$ cat src/rtl/ps2_host_tx.sv
// Host-to-device PS/2 transmitter: request-to-send, 11-bit frame clocked by the device, ACK sample.
// Open-drain style: *_oe=1 pulls the shared line low, 0 releases it.
module ps2_host_tx #(
  parameter int INHIBIT_CYCLES = 10000,
  parameter int TIMEOUT_CYCLES = 2000000,
  parameter int FILTER_LEN     = 8
) (
  input  logic       clk,
  input  logic       reset,
  input  logic       wr_ps2,
  input  logic [7:0] din,
  input  logic       ps2d_in,
  input  logic       ps2c_in,
  output logic       ps2d_oe,
  output logic       ps2c_oe,
  output logic       tx_idle,
  output logic       tx_done_tick,
  output logic       tx_err
);

  localparam int IW = $clog2(INHIBIT_CYCLES + 1);
  localparam int TW = $clog2(TIMEOUT_CYCLES + 1);

  typedef enum logic [2:0] {IDLE, RTS, START, DATA, STOP, WAITREL} state_t;

  state_t                state_q, state_d;
  logic [1:0]            c_sync_q, c_sync_d;
  logic [1:0]            d_sync_q, d_sync_d;
  logic [FILTER_LEN-1:0] filt_q, filt_d;
  logic                  fc_q, fc_d;
  logic [8:0]            b_q, b_d;
  logic [3:0]            n_q, n_d;
  logic [IW-1:0]         inh_q, inh_d;
  logic [TW-1:0]         tmo_q, tmo_d;
  logic                  ack_n_q, ack_n_d;
  logic                  ps2c_oe_q, ps2c_oe_d;
  logic                  ps2d_oe_q, ps2d_oe_d;
  logic                  tx_idle_q, tx_idle_d;
  logic                  done_q, done_d;
  logic                  err_q, err_d;
  logic                  fall;
  logic                  timeout_hit;

  always_comb begin
    c_sync_d = {c_sync_q[0], ps2c_in};
    d_sync_d = {d_sync_q[0], ps2d_in};
    filt_d   = {filt_q[FILTER_LEN-2:0], c_sync_q[1]};
    // Filtered clock only moves on a unanimous window, so short glitches hold the old level.
    if (&filt_q)       fc_d = 1'b1;
    else if (~|filt_q) fc_d = 1'b0;
    else               fc_d = fc_q;
    fall = fc_q & ~fc_d;

    state_d   = state_q;
    b_d       = b_q;
    n_d       = n_q;
    inh_d     = inh_q;
    tmo_d     = tmo_q;
    ack_n_d   = ack_n_q;
    ps2c_oe_d = ps2c_oe_q;
    ps2d_oe_d = ps2d_oe_q;
    done_d    = 1'b0;
    err_d     = 1'b0;

    timeout_hit = (state_q == START || state_q == DATA || state_q == STOP || state_q == WAITREL)
                  && (tmo_q == TW'(TIMEOUT_CYCLES - 1));

    case (state_q)
      IDLE: begin
        if (wr_ps2) begin
          b_d       = {~^din, din};
          inh_d     = '0;
          ps2c_oe_d = 1'b1;
          state_d   = RTS;
        end
      end
      RTS: begin
        if (inh_q == IW'(INHIBIT_CYCLES - 1)) begin
          ps2c_oe_d = 1'b0;
          ps2d_oe_d = 1'b1;
          tmo_d     = '0;
          state_d   = START;
        end else begin
          inh_d = inh_q + 1'b1;
        end
      end
      START: begin
        tmo_d = tmo_q + 1'b1;
        if (fall) begin
          n_d       = 4'd8;
          ps2d_oe_d = ~b_q[0];
          state_d   = DATA;
        end
      end
      DATA: begin
        tmo_d = tmo_q + 1'b1;
        // Each device clock fall presents the next bit; after parity the line is released as stop.
        if (fall) begin
          if (n_q == 4'd0) begin
            ps2d_oe_d = 1'b0;
            state_d   = STOP;
          end else begin
            b_d       = {1'b0, b_q[8:1]};
            n_d       = n_q - 1'b1;
            ps2d_oe_d = ~b_q[1];
          end
        end
      end
      STOP: begin
        tmo_d = tmo_q + 1'b1;
        if (fall) begin
          ack_n_d = d_sync_q[1];
          state_d = WAITREL;
        end
      end
      WAITREL: begin
        tmo_d = tmo_q + 1'b1;
        if (fc_q && d_sync_q[1]) begin
          done_d  = 1'b1;
          err_d   = ack_n_q;
          state_d = IDLE;
        end
      end
      default: state_d = IDLE;
    endcase

    if (timeout_hit) begin
      ps2c_oe_d = 1'b0;
      ps2d_oe_d = 1'b0;
      done_d    = 1'b1;
      err_d     = 1'b1;
      state_d   = IDLE;
    end

    tx_idle_d = (state_d == IDLE);
  end

  always_ff @(posedge clk) begin
    if (reset) begin
      state_q   <= IDLE;
      c_sync_q  <= '0;
      d_sync_q  <= '0;
      filt_q    <= '0;
      fc_q      <= 1'b0;
      b_q       <= '0;
      n_q       <= '0;
      inh_q     <= '0;
      tmo_q     <= '0;
      ack_n_q   <= 1'b0;
      ps2c_oe_q <= 1'b0;
      ps2d_oe_q <= 1'b0;
      tx_idle_q <= 1'b1;
      done_q    <= 1'b0;
      err_q     <= 1'b0;
    end else begin
      state_q   <= state_d;
      c_sync_q  <= c_sync_d;
      d_sync_q  <= d_sync_d;
      filt_q    <= filt_d;
      fc_q      <= fc_d;
      b_q       <= b_d;
      n_q       <= n_d;
      inh_q     <= inh_d;
      tmo_q     <= tmo_d;
      ack_n_q   <= ack_n_d;
      ps2c_oe_q <= ps2c_oe_d;
      ps2d_oe_q <= ps2d_oe_d;
      tx_idle_q <= tx_idle_d;
      done_q    <= done_d;
      err_q     <= err_d;
    end
  end

  assign ps2c_oe      = ps2c_oe_q;
  assign ps2d_oe      = ps2d_oe_q;
  assign tx_idle      = tx_idle_q;
  assign tx_done_tick = done_q;
  assign tx_err       = err_q;

endmodule

$ cat config.mk
export PLATFORM = sky130hd
export DESIGN_NAME = ps2_host_tx
export DESIGN_NICKNAME = d
export VERILOG_FILES = /design/src/rtl/ps2_host_tx.sv
export SDC_FILE = /design/constraint.sdc
export NUM_CORES = 1
export LEC_CHECK = 0
export BUFFER_PORTS_ARGS = -buffer_cell sky130_fd_sc_hd__clkbuf_2
export CAP_MARGIN = 40
export CORE_ASPECT_RATIO = 1.25
export CORE_MARGIN = 5
export CORE_UTILIZATION = 25
export CTS_CLUSTER_SIZE = 30
export DETAILED_ROUTE_END_ITERATION = 10
export PLACE_DENSITY = 0.48
export SETUP_SLACK_MARGIN = 0.2
export SLEW_MARGIN = 20
export SYNTH_ARGS = -nofsm -noshare
export SYNTH_HDL_FRONTEND = slang
export SYNTH_SLANG_ARGS = --single-unit
$ cat constraint.sdc
create_clock -name clk -period 2.7 [get_ports clk]
set_clock_uncertainty 0.15 [all_clocks]
set_input_delay 0.405 -clock clk [delete_from_list [all_inputs] [get_ports clk]]
set_output_delay 0.405 -clock clk [all_outputs]
set_load 0.005 [all_outputs]
==> qor.csv <==
metric,value,unit
io_buffers,17,
via_count,2816,
hp-class,input port to register,
ctsResizeCount,0,
path_buf_inv,1,
antenna_found_initial,0,
avgSynthCellArea,8.63,um2
vias_per_cell,4.87,
cts.sinks,70,
n_antenna_cell,0,
slew_headroom,0.643,
crit_fanout,36,
path_clk_slew,60,ps
fillers,1385,
drtIter0Drc,83,
grt_max_degree,37,
fin_nets,419,
ios,18,
cp_cell_sequence,"nor4_4, and4_1, a21oi_2, buf_4, or4_1, a21oi_1",
yosysWarnings,0,
hpwl,5140,um
p_int,0.00201,W
ys_ff_latch,70,
leakage,1.36,nW
cts_made_buffers,9,
tns,0,ps
seqPwrFrac,0.418,
pwr-share-clk,0.529,
post_cts_buffers,0,
fin_crit_sh,0.839,
grt_pass1_vias,2719,
synth_enable_flop_cells,0,
root_buffer,clkbuf_16,
max_freq,0.442,GHz
slew_violations,0,
critical-path-top-delay-family,simple AND/OR/NAND/NOR gates,
critPathSlowestCell,or4_1,
clock_latency,340,ps
final_core_util,0.299,
grt_overflow_total,0,
fp.dieH,138,um
start_util,0.251,
wl_per_cell,12.7,um
setup_viol,0,
p_sw,0.000538,W
synthFlopType,dfxtp_1,
drc,0,
groute.usage.overall,0.0971,
synth_cells,382,
arrival,2390,ps
cap_viol_max_count,0,
async_flop_share,0,
yosysSeqAreaShare,0.425,
wl,7350,um
synthToLayoutAreaGrowth,18.8,%
place_congestion,0.740,
core_area,13100,um2
power.switching_fraction,0.211,
cts_tree,done,
holdBufCountCts,0,
tightest_slew,534,ps
drt-pass1-iter-count,4,
combPwrFrac,0.053,
die_width,113,um
slowest_delay,520,ps
hold_viol_final,0,
status,"complete, no violations",
crit_required,2830,ps
path_class,register to register,
p_per_area,651,nW/um2
clock_path_buffers,2,
synth_nets,399,
htreeDepth,3,
antenna_left,0,
start_kind,register,
synth_cell_type_count,51,
endpoint_kind,register,
rsz0062_at_grt,false,
mappedNetlistArea,3300,um2
drive_gt1_frac,0.135,
ir_drop,277,uV
rows,47,
grt_pass1_wl,12400,um
dieArea,15600,um2
post-route-min-period,2260,ps
## cell families after synthesis
logic type               share of synthesized area
AND/OR/NAND/NOR                              0.307
AO/OA/AOI/OAI                                0.170
flip-flops                                   0.425
buffers and inverters                       0.0349
XOR/XNOR                                    0.0452
adder cells (fa/ha/maj)                     0.0152
multiplexers                               0.00304
## synth_stat cells, types with 3 or more instances
library cell	number	share of area
or3_1	21	0.040
o31ai_1	5	0.011
and2_1	3	0.0057
xor2_1	8	0.021
nor3_1	4	0.0061
a21oi_1	33	0.050
nand2b_1	3	0.0057
nor4_1	5	0.0095
a311oi_1	8	0.021
clkbuf_1	12	0.014
nor3b_1	3	0.0068
xnor2_1	9	0.024
o21ai_0	22	0.033
nand4_1	12	0.023
or4_1	4	0.0091
ha_1	4	0.015
nand2_1	26	0.030
or2_2	3	0.0057
nor2b_1	16	0.030
o211ai_1	3	0.0068
nand3_1	23	0.035
inv_1	6	0.0068
dfxtp_1	70	0.43
and3_1	7	0.013
and4_1	5	0.013
nor2_1	34	0.039
## layout by cell type (no fill, tap or decap), types with 10 or more instances in the layout
cell type,count
dfxtp_1,70
clkbuf_2,17
nand4_1,12
nand3_1,23
nor2_1,34
o21ai_0,22
a21oi_1,33
or3_1,21
buf_4,10
nor2b_1,16
nand2_1,26
## power by group through the flow
stage / logic [W] / clock network (W) / registers, W
3_3_place_gp: 0.000137 / 0 / 0.00109
5_1_grt: 0.000150 / 0.00143 / 0.00107
4_1_cts: 0.000137 / 0.00138 / 0.00107
2_1_floorplan: 0.0000988 / 0 / 0.00109
6_report: 0.000135 / 0.00135 / 0.00107
3_5_place_dp: 0.000137 / 0 / 0.00109
## final timing paths
| check | end | slack (ps) | cells after the start | startpoint |
|---|---|---|---|---|
| worst max-delay path | tmo_q[16] | 440 | 6 | inh_q[5] |
| worst min-delay path | c_sync_q[0] | 120 | 2 | ps2c_in |
| worst max register to register | tmo_q[16] | 440 | 6 | inh_q[5] |
| worst min register to register | filt_q[0] | 290 | 1 | c_sync_q[1] |
## stage by stage
stage	hold WS, ps	area, um2	total power (W)	std cells	setup WS, ps
after floorplan	264	3300	0.00118	382	716
after global placement	266	3580	0.00123	562	473
after detailed placement	281	3580	0.00123	562	451
after CTS	110	3920	0.00259	578	432
after global routing	149	3920	0.00264	578	286
final	120	3920	0.00255	578	435
## per-layer routing
layer	part of all wire	track usage	routed length, um	vias to the layer above
met1	0.48	0.120	3540	1330
met2	0.47	0.154	3420	36
met3	0.030	0.0232	222	14
met5	0	0	0	-
met4	0.023	0.0557	166	0
li1	-	-	-	1436
## area by class of cell
cell class	count	area [um2]	area share
multi-input combinational	288	1780	0.454
sequential	70	1400	0.358
clock buffer	10	229	0.0584
clock inverter	6	110	0.0281
timing repair buffer	27	160	0.0409
inverter	6	22.5	0.00575
tap	171	214	0.0546
## registers in the layout (all words and copies together), names as in the netlist, 2 cells and up
register,cells
n_q,4
state_q,3
d_sync_q,2
filt_q,8
tmo_q,21
b_q,9
c_sync_q,2
inh_q,14
Power figures use the tool's default switching activity.
